File: src/rtl/adder_8bit_unit.sv
// adder_8bit_unit
// Registered WIDTH-bit adder with carry-in, carry-out, signed overflow and
// zero flags. The sum is formed by a ripple chain of full-adder cells; all
// results are captured on a rising clk when in_valid is high, giving a fixed
// one-cycle latency with a matching out_valid strobe.

module adder_8bit_unit #(
    parameter int WIDTH = 8
) (
    input  logic             clk,
    input  logic             rst_n,
    input  logic             in_valid,
    input  logic [WIDTH-1:0] a,
    input  logic [WIDTH-1:0] b,
    input  logic             cin,
    output logic [WIDTH-1:0] sum,
    output logic             cout,
    output logic             overflow,
    output logic             zero,
    output logic             out_valid
);

    // carry[i] is the carry into bit i; carry[WIDTH] is the carry out of the MSB.
    logic [WIDTH:0]   carry;
    logic [WIDTH-1:0] sum_c;
    logic             cout_c;
    logic             overflow_c;
    logic             zero_c;

    assign carry[0] = cin;

    // Ripple-carry chain of full-adder cells.
    for (genvar i = 0; i < WIDTH; i++) begin : g_fa
        logic prop;
        assign prop         = a[i] ^ b[i];
        assign sum_c[i]     = prop ^ carry[i];
        assign carry[i + 1] = (a[i] & b[i]) | (carry[i] & prop);
    end

    // Status flags derived from the full-width carry chain.
    always_comb begin
        cout_c     = carry[WIDTH];
        overflow_c = carry[WIDTH - 1] ^ carry[WIDTH];
        zero_c     = ~|sum_c;
    end

    // Output stage: capture on in_valid, otherwise hold; out_valid follows in_valid.
    // Capture is gated so undriven operands while idle never reach the outputs.
    always_ff @(posedge clk or negedge rst_n) begin
        if (!rst_n) begin
            sum       <= '0;
            cout      <= 1'b0;
            overflow  <= 1'b0;
            zero      <= 1'b0;
            out_valid <= 1'b0;
        end else begin
            out_valid <= in_valid;
            if (in_valid) begin
                sum      <= sum_c;
                cout     <= cout_c;
                overflow <= overflow_c;
                zero     <= zero_c;
            end
        end
    end

endmodule

File: config.mk
export PLATFORM = sky130hd
export DESIGN_NAME = adder_8bit_unit
export DESIGN_NICKNAME = d
export VERILOG_FILES = /design/src/rtl/adder_8bit_unit.sv
export SDC_FILE = /design/constraint.sdc
export NUM_CORES = 1
export LEC_CHECK = 0
export CORE_ASPECT_RATIO = 0.8
export CORE_UTILIZATION = 35
export CTS_CLUSTER_DIAMETER = 60
export DETAILED_ROUTE_END_ITERATION = 8
export DONT_BUFFER_PORTS = 1
export GPL_TIMING_DRIVEN = 0
export RECOVER_POWER = 50
export SLEW_MARGIN = 20
export SYNTH_ARGS = -nofsm -noshare
export SYNTH_HDL_FRONTEND = slang
export SYNTH_SLANG_ARGS = --single-unit
File: constraint.sdc
create_clock -name clk -period 0.8 [get_ports clk]
set_clock_uncertainty 0.05 [all_clocks]
set_input_delay 0.12 -clock clk [delete_from_list [all_inputs] [get_ports clk]]
set_output_delay 0.12 -clock clk [all_outputs]
set_load 0.02 [all_outputs]
==> results of run 1 <==
## through the flow
step	instances	utilization (%)	power [mW]	setup TNS [ns]	setup WS (ns)
global placement	74	43.1	1.29	-17.23	-2.47
floorplan	52	-	1.21	-16.50	-2.37
detailed placement	74	43.1	1.30	-17.49	-2.50
CTS	81	47.6	1.84	-15.51	-2.15
finish	81	48.8	1.82	-15.38	-2.15
global route	81	48.8	1.95	-16.44	-2.25
## worst max-delay path, cell delays in order
cell and delay (ns):
clkinv_16 0.02, fa_2 0.18, inv_2 0.04, fa_2 0.33
fa_2 0.34, fa_2 0.34, inv_2 0.06, fa_1 0.17
inv_2 0.04, fa_2 0.33, fa_2 0.38, inv_2 0.08
fa_2 0.44, nand3_2 0.09, o32ai_2 0.08
## worst min-delay path by stage
stage	startpoint	to	slack, ns
floorplan	rst_n	cout	-0.23
global placement	rst_n	out_valid	-0.23
detailed placement	rst_n	overflow	-0.23
CTS	cin	sum[0]	0.14
global route	rst_n	sum[0]	-0.02
finish	rst_n	overflow	-0.07
## registers in the layout, indices dropped and copies added (netlist names)
signal and flops:
cout 1, out_valid 1, overflow 1, sum 8, zero 1
## kinds of logic after synthesis
family,count (synthesis)
AO/OA/AOI/OAI,1
XOR/XNOR,1
adder cells (fa/ha/maj),8
buffers and inverters,17
flip-flops,12
multiplexers,10
AND/OR/NAND/NOR,3
## layout make-up
class	count	area, sq um
fillers	174	882
repair buffers	3	27.5
well taps	22	27.5
clock buffers	4	36.3
inverters	16	101
plain buffers	1	5.00
multi-input cells	23	338
flip-flops and latches	12	307
## power groups by stage
stage	clock network, mW	logic, mW	registers, mW
floorplan	0	0.268	0.946
global placement	0	0.321	0.969
detailed placement	0	0.333	0.972
CTS	0.497	0.370	0.974
global route	0.531	0.427	0.988
finish	0.486	0.365	0.970
## cells in the final DEF, fill, tap and decap left out
master	instances
inv_1	9
fa_2	7
or4_4	1
o32ai_2	1
mux2i_1	4
clkinv_16	1
buf_4	1
clkdlybuf4s25_1	1
buf_2	1
mux2_1	3
xnor2_1	1
nand2b_1	1
clkinv_8	1
dfrtp_1	7
dfrtp_2	5
clkbuf_8	1
inv_2	4
inv_4	1
mux2_2	3
fa_1	1
dlygate4sd3_1	1
clkbuf_4	3
nand3_2	1
## routing by layer
metal	global-route usage, %	wire length, um	vias up	share of wire, %
met5	0	0	-	0
met1	17.9	518	183	43
met2	20.3	572	20	48
li1	-	-	168	-
met3	5.13	90	2	7.5
met4	4.86	14	0	1.2
## repair_timing
action / CTS / global route
gates resized for setup: 7 / 6
endpoints found under the setup margin: 22 / 34
buffers inserted: 1 / 0
pin swaps: 1 / 0
endpoints found under the hold margin: 15 / 12
==> flow_summary_export.csv, run 1 <==
group,metric,value,unit
floorplan,row_count,13,
synth,yosysUniqueCellTypes,12,
pwr,internal-power,1.21,mW
clock_tree,cts_buffers,3,
synth,synth_top_family_by_area,"adder cells",
synth,syn-cell-area,681,sq um
worst_setup_path,rrSetupSlack,-0.15,ns
worst_setup_path,crit_path_end_kind,"flop",
place,place_congestion,0.678,
synth,syn_area_per_cell,13.1,sq um
global_routing,grt_start_max_net_pins,13,
sta,max_slew.worst_pin.slew,0.563,ns
hold_path,hold_path_class,"primary input to async pin",
place,numPortBuffers,0,
sta,worst_slack,-2.15,ns
worst_setup_path,r2r-start,"sum[1]",
sta,fin_crit_sh,369,%
worst_setup_path,reg2reg_depth,1,
pwr,power.density,2160,nW/um^2
synth,synth.most_common_cell,"inv_1",
synth,synth.mux.area_fraction,15.8,%
sta,holdWs,-0.0745,ns
synth,synth_top_area_share,44.1,%
synth,synth_simple_gate_area_share,3.31,%
global_routing,overflow,0,
floorplan,fp.dieH,41.4,um
sta,relSlewSlack,62.5,%
clock_tree,cts_max_path_buffers,2,
worst_setup_path,r2r_end,"sum[1]",
worst_setup_path,required,0.90,ns
sta,finalSetupViolations,22,
place,place_area,743,sq um
route,wirelength,1200,um
cells_and_area,antenna_cells,0,
synth,synth_compound_area_share,2.39,%
place,hpwl,942,um
worst_setup_path,cp.arrival,3.05,ns
cells_and_area,post-route-cell-area,842,sq um
clock_tree,cts_tree,"built",
clock_tree,path_clk_slew,0.08,ns
route,wl_per_cell,14.8,um
clock_tree,cts-root-buf,"clkbuf_4",
flow_run,cap_violations,0,
route,drt-vias-per-instance,4.60,
worst_setup_path,start_kind,"primary input",
floorplan,start_util,39.5,%
pwr,ir_drop,1.19,mV
route,drc,0,
worst_setup_path,critPathLaunch,"a[0]",
route,drtIter0Drc,1,
global_routing,grt_pass1_wl,2020,um
clock_tree,cts_sinks,12,
synth,synth_nets,80,
synth,synthXorXnorAreaFrac,1.29,%
sta,slew_viol_final,0,
floorplan,die_w,51.3,um
global_routing,antenna_found_initial,0,
pwr,pwr-share-seq,53.3,%
sta,min_period,2.95,ns
sta,max_freq,0.339,GHz
synth,async_reset_ff_share,100,%
worst_setup_path,crit_end,"zero",
synth,ys.flop_type,"dfrtp_1",
worst_setup_path,crit_type,"primary input to flop",
worst_setup_path,path_max_fanout,2,
cells_and_area,drive_above_1_share,52.5,%
global_routing,grt.total_usage,13.5,%
synth,synth_adder_area_share,23.5,%
synth,synth_top_area_cell,"dfrtp_1",
cells_and_area,nNetsFinal,88,
synth,synth_seq_cells,12,
cells_and_area,area_delta_synth_final,23.7,%
pwr,power_frac_clock,26.7,%
synth,synth_area_leaders,"dfrtp_1 44%, fa_1 24%, inv_1 8.8%",
pwr,p_leak,0.368,nW
outcome,status,"finished, violations left",
clock_tree,clock_latency,0.27,ns
floorplan,core,1720,sq um
clock_tree,htreeDepth,1,
sta,hold_viol,12,
pwr,p_sw_share,33.4,%
clock_tree,cts_hold_buf,2,
pwr,p_switching,0.607,mW
route,drtPass1Iterations,3,
route,ant_nets,0,
floorplan,io_pins,32,
pwr,combPwrFrac,20.0,%
synth,synth_common_cells,"16 x inv_1, 12 x dfrtp_1, 8 x fa_1",
sta,rsz0062_at_grt,"yes",
route,route.vias.total,373,
synth,yosysWarningCount,0,
outcome,violations,"hold timing, setup timing",
synth,syn_inst,52,
global_routing,grt_pass1_vias,403,
floorplan,die-area,2130,sq um
synth,synth_edf_count,0,
synth,yosysSeqAreaShare,44.1,%
No activity file was read; power rests on OpenSTA's default activity.
==> run 2, diff against run 1 <==
CAP_MARGIN = 20   (was default)
CORE_ASPECT_RATIO = 0.9   (was 0.8)
CORE_MARGIN = 2   (was default)
==> flow_summary_export.csv, run 2 (synthesis results as in run 1) <==
group,metric,value,unit
route,drtPass1Iterations,1,
sta,worst_slack,-2.15,ns
cells_and_area,final_common_cell,"inv_1",
global_routing,grt.total_usage,11.4,%
sta,min_period,2.95,ns
place,dp_slack,-2.50,ns
sta,rsz0062_at_grt,"yes",
place,numPortBuffers,0,
global_routing,overflow,0,
route,route.vias.total,387,
cells_and_area,largest_reg_flops,8,
sta,fin_crit_sh,368,%
worst_setup_path,crit_path_end_kind,"flop",
route,drtIter0Drc,0,
clock_tree,cts_tree,"built",
floorplan,core,1880,sq um
clock_tree,path_clk_slew,0.07,ns
cells_and_area,antenna_cells,0,
route,wirelength,1100,um
sta,finalSetupViolations,22,
floorplan,die_w,50.5,um
floorplan,row_count,15,
global_routing,grt_start_max_net_pins,13,
place,place_congestion,0.650,
sta,slew_viol_final,0,
clock_tree,clock_latency,0.27,ns
sta,hold_viol,12,
cells_and_area,post-route-cell-area,848,sq um
pwr,ir_drop,1.14,mV
clock_tree,cts_sinks,12,
route,drc,0,
cells_and_area,post-route-util,45.2,%
pwr,power.total,1.71,mW
worst_setup_path,required,0.89,ns
place,place_area,747,sq um
worst_setup_path,cp.arrival,3.04,ns
route,wl_per_cell,13.1,um
cells_and_area,drive_above_1_share,54.2,%
clock_tree,cts-root-buf,"clkbuf_4",
cells_and_area,fin_cells,84,
cells_and_area,nNetsFinal,89,
floorplan,io_pins,32,
floorplan,fp.dieH,45.8,um
hold_path,hold_path_class,"primary input to async pin",
cells_and_area,regMostFlops,"sum",
cells_and_area,final_cell_mix,"9 x inv_1, 8 x fa_2, 7 x dfrtp_1, 5 x dfrtp_2",
global_routing,grt_pass1_vias,411,
floorplan,die-area,2310,sq um
worst_setup_path,start_kind,"primary input",
sta,setup_tns,-15.37,ns
worst_setup_path,path_max_fanout,2,
floorplan,start_util,36.3,%
cells_and_area,area_delta_synth_final,24.6,%
pwr,p_leak,0.367,nW
flow_run,cap_violations,0,
place,place_inst,77,
worst_setup_path,crit_type,"primary input to flop",
sta,holdWs,-0.0806,ns
clock_tree,cts_hold_buf,2,
clock_tree,cts_buffers,3,
clock_tree,htreeDepth,1,
outcome,status,"finished, violations left",
place,hpwl,887,um
route,drt-vias-per-instance,4.61,
route,ant_nets,0,
outcome,violations,"hold timing, setup timing",
sta,relSlewSlack,64.2,%
sta,max_slew.worst_pin.slew,0.537,ns
global_routing,antenna_found_initial,0,
pwr,power.density,2010,nW/um^2
clock_tree,cts_max_path_buffers,2,
sta,max_freq,0.339,GHz
global_routing,grt_pass1_wl,1840,um
==> run 2: cell types whose count changed in the layout (fill, tap and decap cells not counted) <==
cell      change
buf_6         +1
fa_2          +1
inv_6         +1
clkbuf_8      -1
inv_4         -1
fa_1          -1
==> run 2: power by group <==
group	total [mW]	switching [mW]	internal, mW
clock network	0.368	0.194	0.174
logic	0.374	0.163	0.211
registers	0.965	0.227	0.738
total	1.71	0.584	1.12
==> run 2: worst max-delay path, cell delays in order <==
cell	delay [ns]
clkinv_16	0.02
fa_2	0.19
inv_2	0.04
fa_2	0.33
fa_2	0.35
fa_2	0.34
inv_2	0.06
fa_2	0.18
inv_2	0.04
fa_2	0.33
fa_2	0.37
inv_2	0.07
fa_2	0.44
nand3_2	0.09
o32ai_2	0.08
==> run 2: cell type report <==
type | instances | area [sq um]
buffer | 1 | 5.00
multi-input combinational | 23 | 340
clock buffer | 3 | 22.5
inverter | 16 | 104
fill | 182 | 1030
sequential | 12 | 307
timing repair buffer | 4 | 38.8
tap | 25 | 31.3
==> run 2: worst paths after layout <==
path | startpoint | end | slack (ns) | cells past startpoint
max | a[0] | zero | -2.15 | 15
min reg2reg | sum[6] | sum[6] | 0.55 | 1
min | rst_n | out_valid | -0.08 | 1
max reg2reg | sum[1] | sum[1] | -0.12 | 1
max in group asynchronous | rst_n | sum[7] | 0.40 | 1
min in group clk | b[0] | sum[0] | 0.14 | 3
==> run 2: layer usage <==
metal | routed length, um | vias up | track usage (%) | share of wire, %
met5 | 0 | - | 0 | 0
li1 | - | 170 | - | -
met2 | 571 | 16 | 19.5 | 52
met1 | 419 | 197 | 12.6 | 38
met3 | 77 | 4 | 2.96 | 7.0
met4 | 29 | 0 | 8.11 | 2.6
==> run 2: timing repair <==
item	CTS	global route
setup buffers	2	0
resized for setup	7	9
gates cloned	0	0
pin swaps	1	1
endpoints found under the hold margin	15	12
setup endpoints to repair	22	28
